### config.mk
export PLATFORM = sky130hd
export DESIGN_NAME = fp_trace_packer
export DESIGN_NICKNAME = d
export VERILOG_FILES = /design/src/rtl/fp_trace_packer.sv
export SDC_FILE = /design/constraint.sdc
export NUM_CORES = 1
export LEC_CHECK = 0
export CORE_MARGIN = 10
export CORE_UTILIZATION = 46
export DETAILED_ROUTE_END_ITERATION = 6
export GPL_TIMING_DRIVEN = 0
export HOLD_SLACK_MARGIN = 0.1
export PLACE_DENSITY = 0.65
export SETUP_SLACK_MARGIN = 0.1
export SYNTH_ARGS = -nofsm -noshare
export SYNTH_HDL_FRONTEND = slang
export SYNTH_SLANG_ARGS = --single-unit
### constraint.sdc
create_clock -name clock -period 16.4 [get_ports clock]
set_clock_uncertainty 0.05 [all_clocks]
set_input_delay 3.28 -clock clock [delete_from_list [all_inputs] [get_ports clock]]
set_output_delay 3.28 -clock clock [all_outputs]
set_load 0.03 [all_outputs]
### src/rtl/fp_trace_packer.sv
`default_nettype none
// ============================================================================
// fp_trace_packer : pairs FPU issue/completion into 156-bit vector records
//                   and streams them out of a small FWFT FIFO.   Rev 1.0
// ============================================================================
module fp_trace_packer #(
   parameter int DEPTH = 4,
   parameter int CNT_W = 16
) (
   input  logic              clock,
   input  logic              reset,
   input  logic              req_valid,
   input  logic [31:0]       req_data1,
   input  logic [31:0]       req_data2,
   input  logic [31:0]       req_data3,
   input  logic [2:0]        req_rm,
   input  logic [1:0]        req_cvt_op,
   input  logic [9:0]        req_opcode,
   input  logic              rsp_ready,
   input  logic [31:0]       rsp_result,
   input  logic [4:0]        rsp_flags,
   output logic              rec_valid,
   output logic [155:0]      rec_data,
   input  logic              rec_ready,
   output logic [CNT_W-1:0]  drop_count,
   output logic              err_overlap,
   output logic              err_orphan,
   output logic              err_badop
);

   localparam int              c_addr_w = $clog2(DEPTH);
   localparam logic [c_addr_w:0] c_full_count = DEPTH[c_addr_w:0];

   typedef enum logic [0:0] {ST_IDLE = 1'b0, ST_PEND = 1'b1} state_t;

   state_t              r_state;
   state_t              w_next_state;
   logic                w_capture;
   logic                w_complete;
   logic                w_set_overlap;
   logic                w_set_orphan;

   logic [31:0]         r_data1;
   logic [31:0]         r_data2;
   logic [31:0]         r_data3;
   logic [2:0]          r_rm;
   logic [1:0]          r_cvt_op;
   logic [9:0]          r_opcode;

   logic [155:0]        r_mem [DEPTH];
   logic [c_addr_w-1:0] r_wr_ptr;
   logic [c_addr_w-1:0] r_rd_ptr;
   logic [c_addr_w:0]   r_count;
   logic [CNT_W-1:0]    r_drop_count;
   logic                r_err_overlap;
   logic                r_err_orphan;
   logic                r_err_badop;

   logic [155:0]        w_record;
   logic                w_full;
   logic                w_pop;
   logic                w_push;
   logic                w_drop;
   logic                w_badop;

   always_ff @(posedge clock) begin
      if (!reset) r_state <= ST_IDLE;
      else        r_state <= w_next_state;
   end

   // A response in the capture cycle is seen in IDLE, so it is an orphan.
   always_comb begin
      w_next_state  = r_state;
      w_capture     = 1'b0;
      w_complete    = 1'b0;
      w_set_overlap = 1'b0;
      w_set_orphan  = 1'b0;
      case (r_state)
         ST_IDLE: begin
            w_set_orphan = rsp_ready;
            if (req_valid) begin
               w_capture    = 1'b1;
               w_next_state = ST_PEND;
            end
         end
         ST_PEND: begin
            if (rsp_ready) begin
               w_complete = 1'b1;
               if (req_valid) w_capture    = 1'b1;
               else           w_next_state = ST_IDLE;
            end else if (req_valid) begin
               w_set_overlap = 1'b1;
            end
         end
         default: w_next_state = ST_IDLE;
      endcase
   end

   assign w_badop = !$onehot(req_opcode) || req_opcode[7];

   always_ff @(posedge clock) begin
      if (!reset) begin
         r_data1  <= '0;
         r_data2  <= '0;
         r_data3  <= '0;
         r_rm     <= '0;
         r_cvt_op <= '0;
         r_opcode <= '0;
      end else if (w_capture) begin
         r_data1  <= req_data1;
         r_data2  <= req_data2;
         r_data3  <= req_data3;
         r_rm     <= req_rm;
         r_cvt_op <= req_cvt_op;
         r_opcode <= req_opcode;
      end
   end

   assign w_record = {r_data1, r_data2, r_data3, rsp_result, 3'b000, rsp_flags,
                      1'b0, r_rm, 2'b00, r_cvt_op, 2'b00, r_opcode};

   assign w_full  = (r_count == c_full_count);
   assign w_pop   = rec_valid && rec_ready;
   assign w_push  = w_complete && (!w_full || w_pop);
   assign w_drop  = w_complete && w_full && !w_pop;

   always_ff @(posedge clock) begin
      if (w_push) r_mem[r_wr_ptr] <= w_record;
   end

   // Pointers are exactly c_addr_w bits wide, so they wrap modulo DEPTH.
   always_ff @(posedge clock) begin
      if (!reset) begin
         r_wr_ptr <= '0;
         r_rd_ptr <= '0;
         r_count  <= '0;
      end else begin
         if (w_push) r_wr_ptr <= r_wr_ptr + 1'b1;
         if (w_pop)  r_rd_ptr <= r_rd_ptr + 1'b1;
         case ({w_push, w_pop})
            2'b10:   r_count <= r_count + 1'b1;
            2'b01:   r_count <= r_count - 1'b1;
            default: r_count <= r_count;
         endcase
      end
   end

   always_ff @(posedge clock) begin
      if (!reset) begin
         r_drop_count  <= '0;
         r_err_overlap <= 1'b0;
         r_err_orphan  <= 1'b0;
         r_err_badop   <= 1'b0;
      end else begin
         if (w_drop && (r_drop_count != {CNT_W{1'b1}}))
            r_drop_count <= r_drop_count + 1'b1;
         if (w_set_overlap)        r_err_overlap <= 1'b1;
         if (w_set_orphan)         r_err_orphan  <= 1'b1;
         if (w_capture && w_badop) r_err_badop   <= 1'b1;
      end
   end

   assign rec_valid   = (r_count != '0);
   assign rec_data    = rec_valid ? r_mem[r_rd_ptr] : '0;
   assign drop_count  = r_drop_count;
   assign err_overlap = r_err_overlap;
   assign err_orphan  = r_err_orphan;
   assign err_badop   = r_err_badop;

endmodule
`default_nettype wire

==> metrics.yaml <==
clock_network:
  cts_resized: 0
  tritoncts: "yes"
  htree_levels: 3
  numCtsBuffers: 75
  clkTransAtPathRegs_ps: 60
  cts_hold_buffers: 0
  post_cts_buffers: 0
  clock_latency_ps: 620
  clock-sinks: 732
  cts_root_buf: "clkbuf_16"
  clockBufferDepth: 3
route:
  drt_iter0_drc: 1064
  antenna_left: 0
  route.met3.wl_mm: 4.705
  drt_wl_total_mm: 65.36
  wl_met1_mm: 27.62
  avgViaCountPerCell: 5.337
  top_layer: "met5"
  vias: 15318
  drc: 0
  wl_met2_mm: 31.87
  wl_per_cell_um: 22.77
  first_pass_iters: 4
critical_path:
  worstPathRequired_ps: 13070
  cp_slowest_stage_delay_ps: 840
  critPathSlowestCell: "clkbuf_1"
  crit_path_end_kind: "output port"
  crit_chain: "or3_1 -> clkbuf_1 -> clkbuf_1 -> clkbuf_1 -> and2_1 -> clkdlybuf4s50_1"
  crit_top_cell: "clkbuf_1"
  cp_max_fo: 10
  cp_num_buf_inv: 4
  worstPathArrival_ps: 4280
  cp-start-kind: "flop"
  path_class: "flop to output port"
  cp_top_family: "buffers and inverters"
logic_synthesis:
  ys_warn_count: 0
  synth_edf_count: 592
  ys_ff_latch: 732
  synth_area_sq_mm: 0.02772
  post_synth.cell_area_avg_sq_um: 17.14
  yosysSeqAreaShare: 0.7424
  syn_inst: 1617
  ys.flop_type: "edfxtp_1"
  postSynth.asyncResetShare: 0
  ys_types: 44
sta:
  layout_min_cycle_time_ps: 7615
  hold_viol_final: 0
  rsz0062_at_grt: "no"
  setup_slack_ps: 8785
  hold_slack_ps: 417.8
  fmax_mhz: 131.3
  fin_crit_sh: 0.4643
  finalMaxSlewViolations: 0
  setup_viol: 0
  finalSetupTns_ps: 0
  worst_pin_slew_ps: 1322
  max_slew_margin: 0.1189
global_route:
  antenna_found_initial: 5
  grt_start_max_net_pins: 46
  grt-ovfl-total: 0
  grt.total_usage: 0.1858
  grt_first_pass_wirelength_mm: 99.50
  first_global_vias: 16207
cells_and_area:
  fin_util: 0.5862
  layoutNonFillerInstCount: 2870
  final_nets: 2200
  drive_above_1_share: 0.1484
  fillers: 4491
  area_growth_pct: 25.52
  final_area_sq_mm: 0.03479
floorplanning:
  coreArea_sq_mm: 0.05935
  start_util: 0.4670
  dieWidth_um: 265.5
  die_h_um: 265.5
  rows: 89
  die_area_sq_mm: 0.07048
  pin_count: 329
power_and_ir_drop:
  vdd_drop_max_uv: 90.21
  p_leak_nw: 11.41
  power_mw: 5.135
  power.density_mw_per_mm2: 147.6
placed_design:
  dp_slack_ps: 9240
  place_area_sq_mm: 0.03223
  port_buffers: 320
  place_inst: 2729
  place_congestion: 0.8004
  hpwl_mm: 43.67
run:
  cap_violations: 0
status:
  status: "completed"
hold_path:
  hold_class: "flop to flop"
-- synth_stat cells (all sizes together) (3+ instances only) --
master / n / area [sq um]
and3: 5 / 31.28
or3: 5 / 31.28
o21ai: 10 / 50.05
nand4: 6 / 43.79
fa: 7 / 140.1
nor4: 3 / 18.77
nand3: 7 / 35.03
mux4: 148 / 3333
dfxtp: 140 / 2803
buf: 37 / 196.4
or4: 8 / 60.06
nor2: 9 / 33.78
a21oi: 131 / 655.6
ha: 7 / 87.58
clkbuf: 61 / 229.0
inv: 19 / 71.31
nand2: 233 / 874.6
edfxtp: 592 / 17780
and2: 153 / 957.2
o31ai: 9 / 67.56
-- worst register-to-register path: stages (launching register included) --
cell and delay, ps:
dfxtp_1 490, or3_1 160, clkbuf_1 660, and3_1 360, inv_1 70, fa_1 420
or3_1 390, a31oi_1 180, a21oi_1 100
-- final cells by class --
cell class	count	area, sq um	area share
well taps	773	967.2	0.02780
clock buffers	107	2158	0.06203
clock inverters	32	402.9	0.01158
diodes	2	5.005	0.0001438
inverters	19	71.32	0.002050
multi-input cells	775	6679	0.1920
repair buffers	332	3503	0.1007
flip-flops and latches	732	20580	0.5915
plain buffers	98	425.4	0.01223
-- layer usage --
metal	GRT usage	vias to the layer above
met5	0	-
met3	0.04798	86
met2	0.3052	417
met4	0.04814	10
met1	0.2437	7819
li1	-	6986
-- state kept, by name, summed over array words and instances, names as in the netlist, named ones only --
name	count
drop_count	16
r_data3	32
err_badop	1
r_mem	592
r_rm	3
err_overlap	1
r_data1	32
r_opcode	10
r_wr_ptr	2
err_orphan	1
r_count	3
r_data2	32
r_cvt_op	2
r_state	1
r_rd_ptr	2
-- cells in the final DEF (no fill, tap or decap), drive strengths merged, types with 9 or more instances in the layout --
cell and count:
clkbuf 168, nand2 233, nor2 9, o21ai 10
mux4 148, and2 153, o31ai 9, dfxtp 140
a21oi 131, inv 23, edfxtp 592, buf 49
clkinv 21, clkdlybuf4s50 320
-- cells by family after synthesis --
kind of cell | Yosys count | share of synthesized area
other | 1 | 0.0001353
buffers and inverters | 117 | 0.01792
AND/OR/NAND/NOR | 439 | 0.07836
AO/OA/AOI/OAI | 163 | 0.03173
multiplexers | 148 | 0.1202
flip-flops | 732 | 0.7424
XOR/XNOR | 3 | 0.0009481
adder cells (fa/ha/maj) | 14 | 0.008215
-- worst paths after layout --
| kind | start | slack, ps | depth (start not counted) | endpoint |
|---|---|---|---|---|
| hold / removal | err_orphan | 420 | 2 | err_orphan |
| hold reg to reg | err_orphan | 420 | 2 | err_orphan |
| setup / recovery | r_count[0] | 8790 | 6 | rec_data[100] |
| setup reg to reg | r_count[0] | 13380 | 8 | r_count[2] |
-- report_power, final --
part / switching [mW] / internal [mW] / total, mW
Combinational: 0.758 / 0.562 / 1.32
Sequential: 0.0292 / 2.05 / 2.08
Clock: 0.708 / 1.02 / 1.73
Total: 1.50 / 3.64 / 5.14
(Power assumes the default switching activity.)
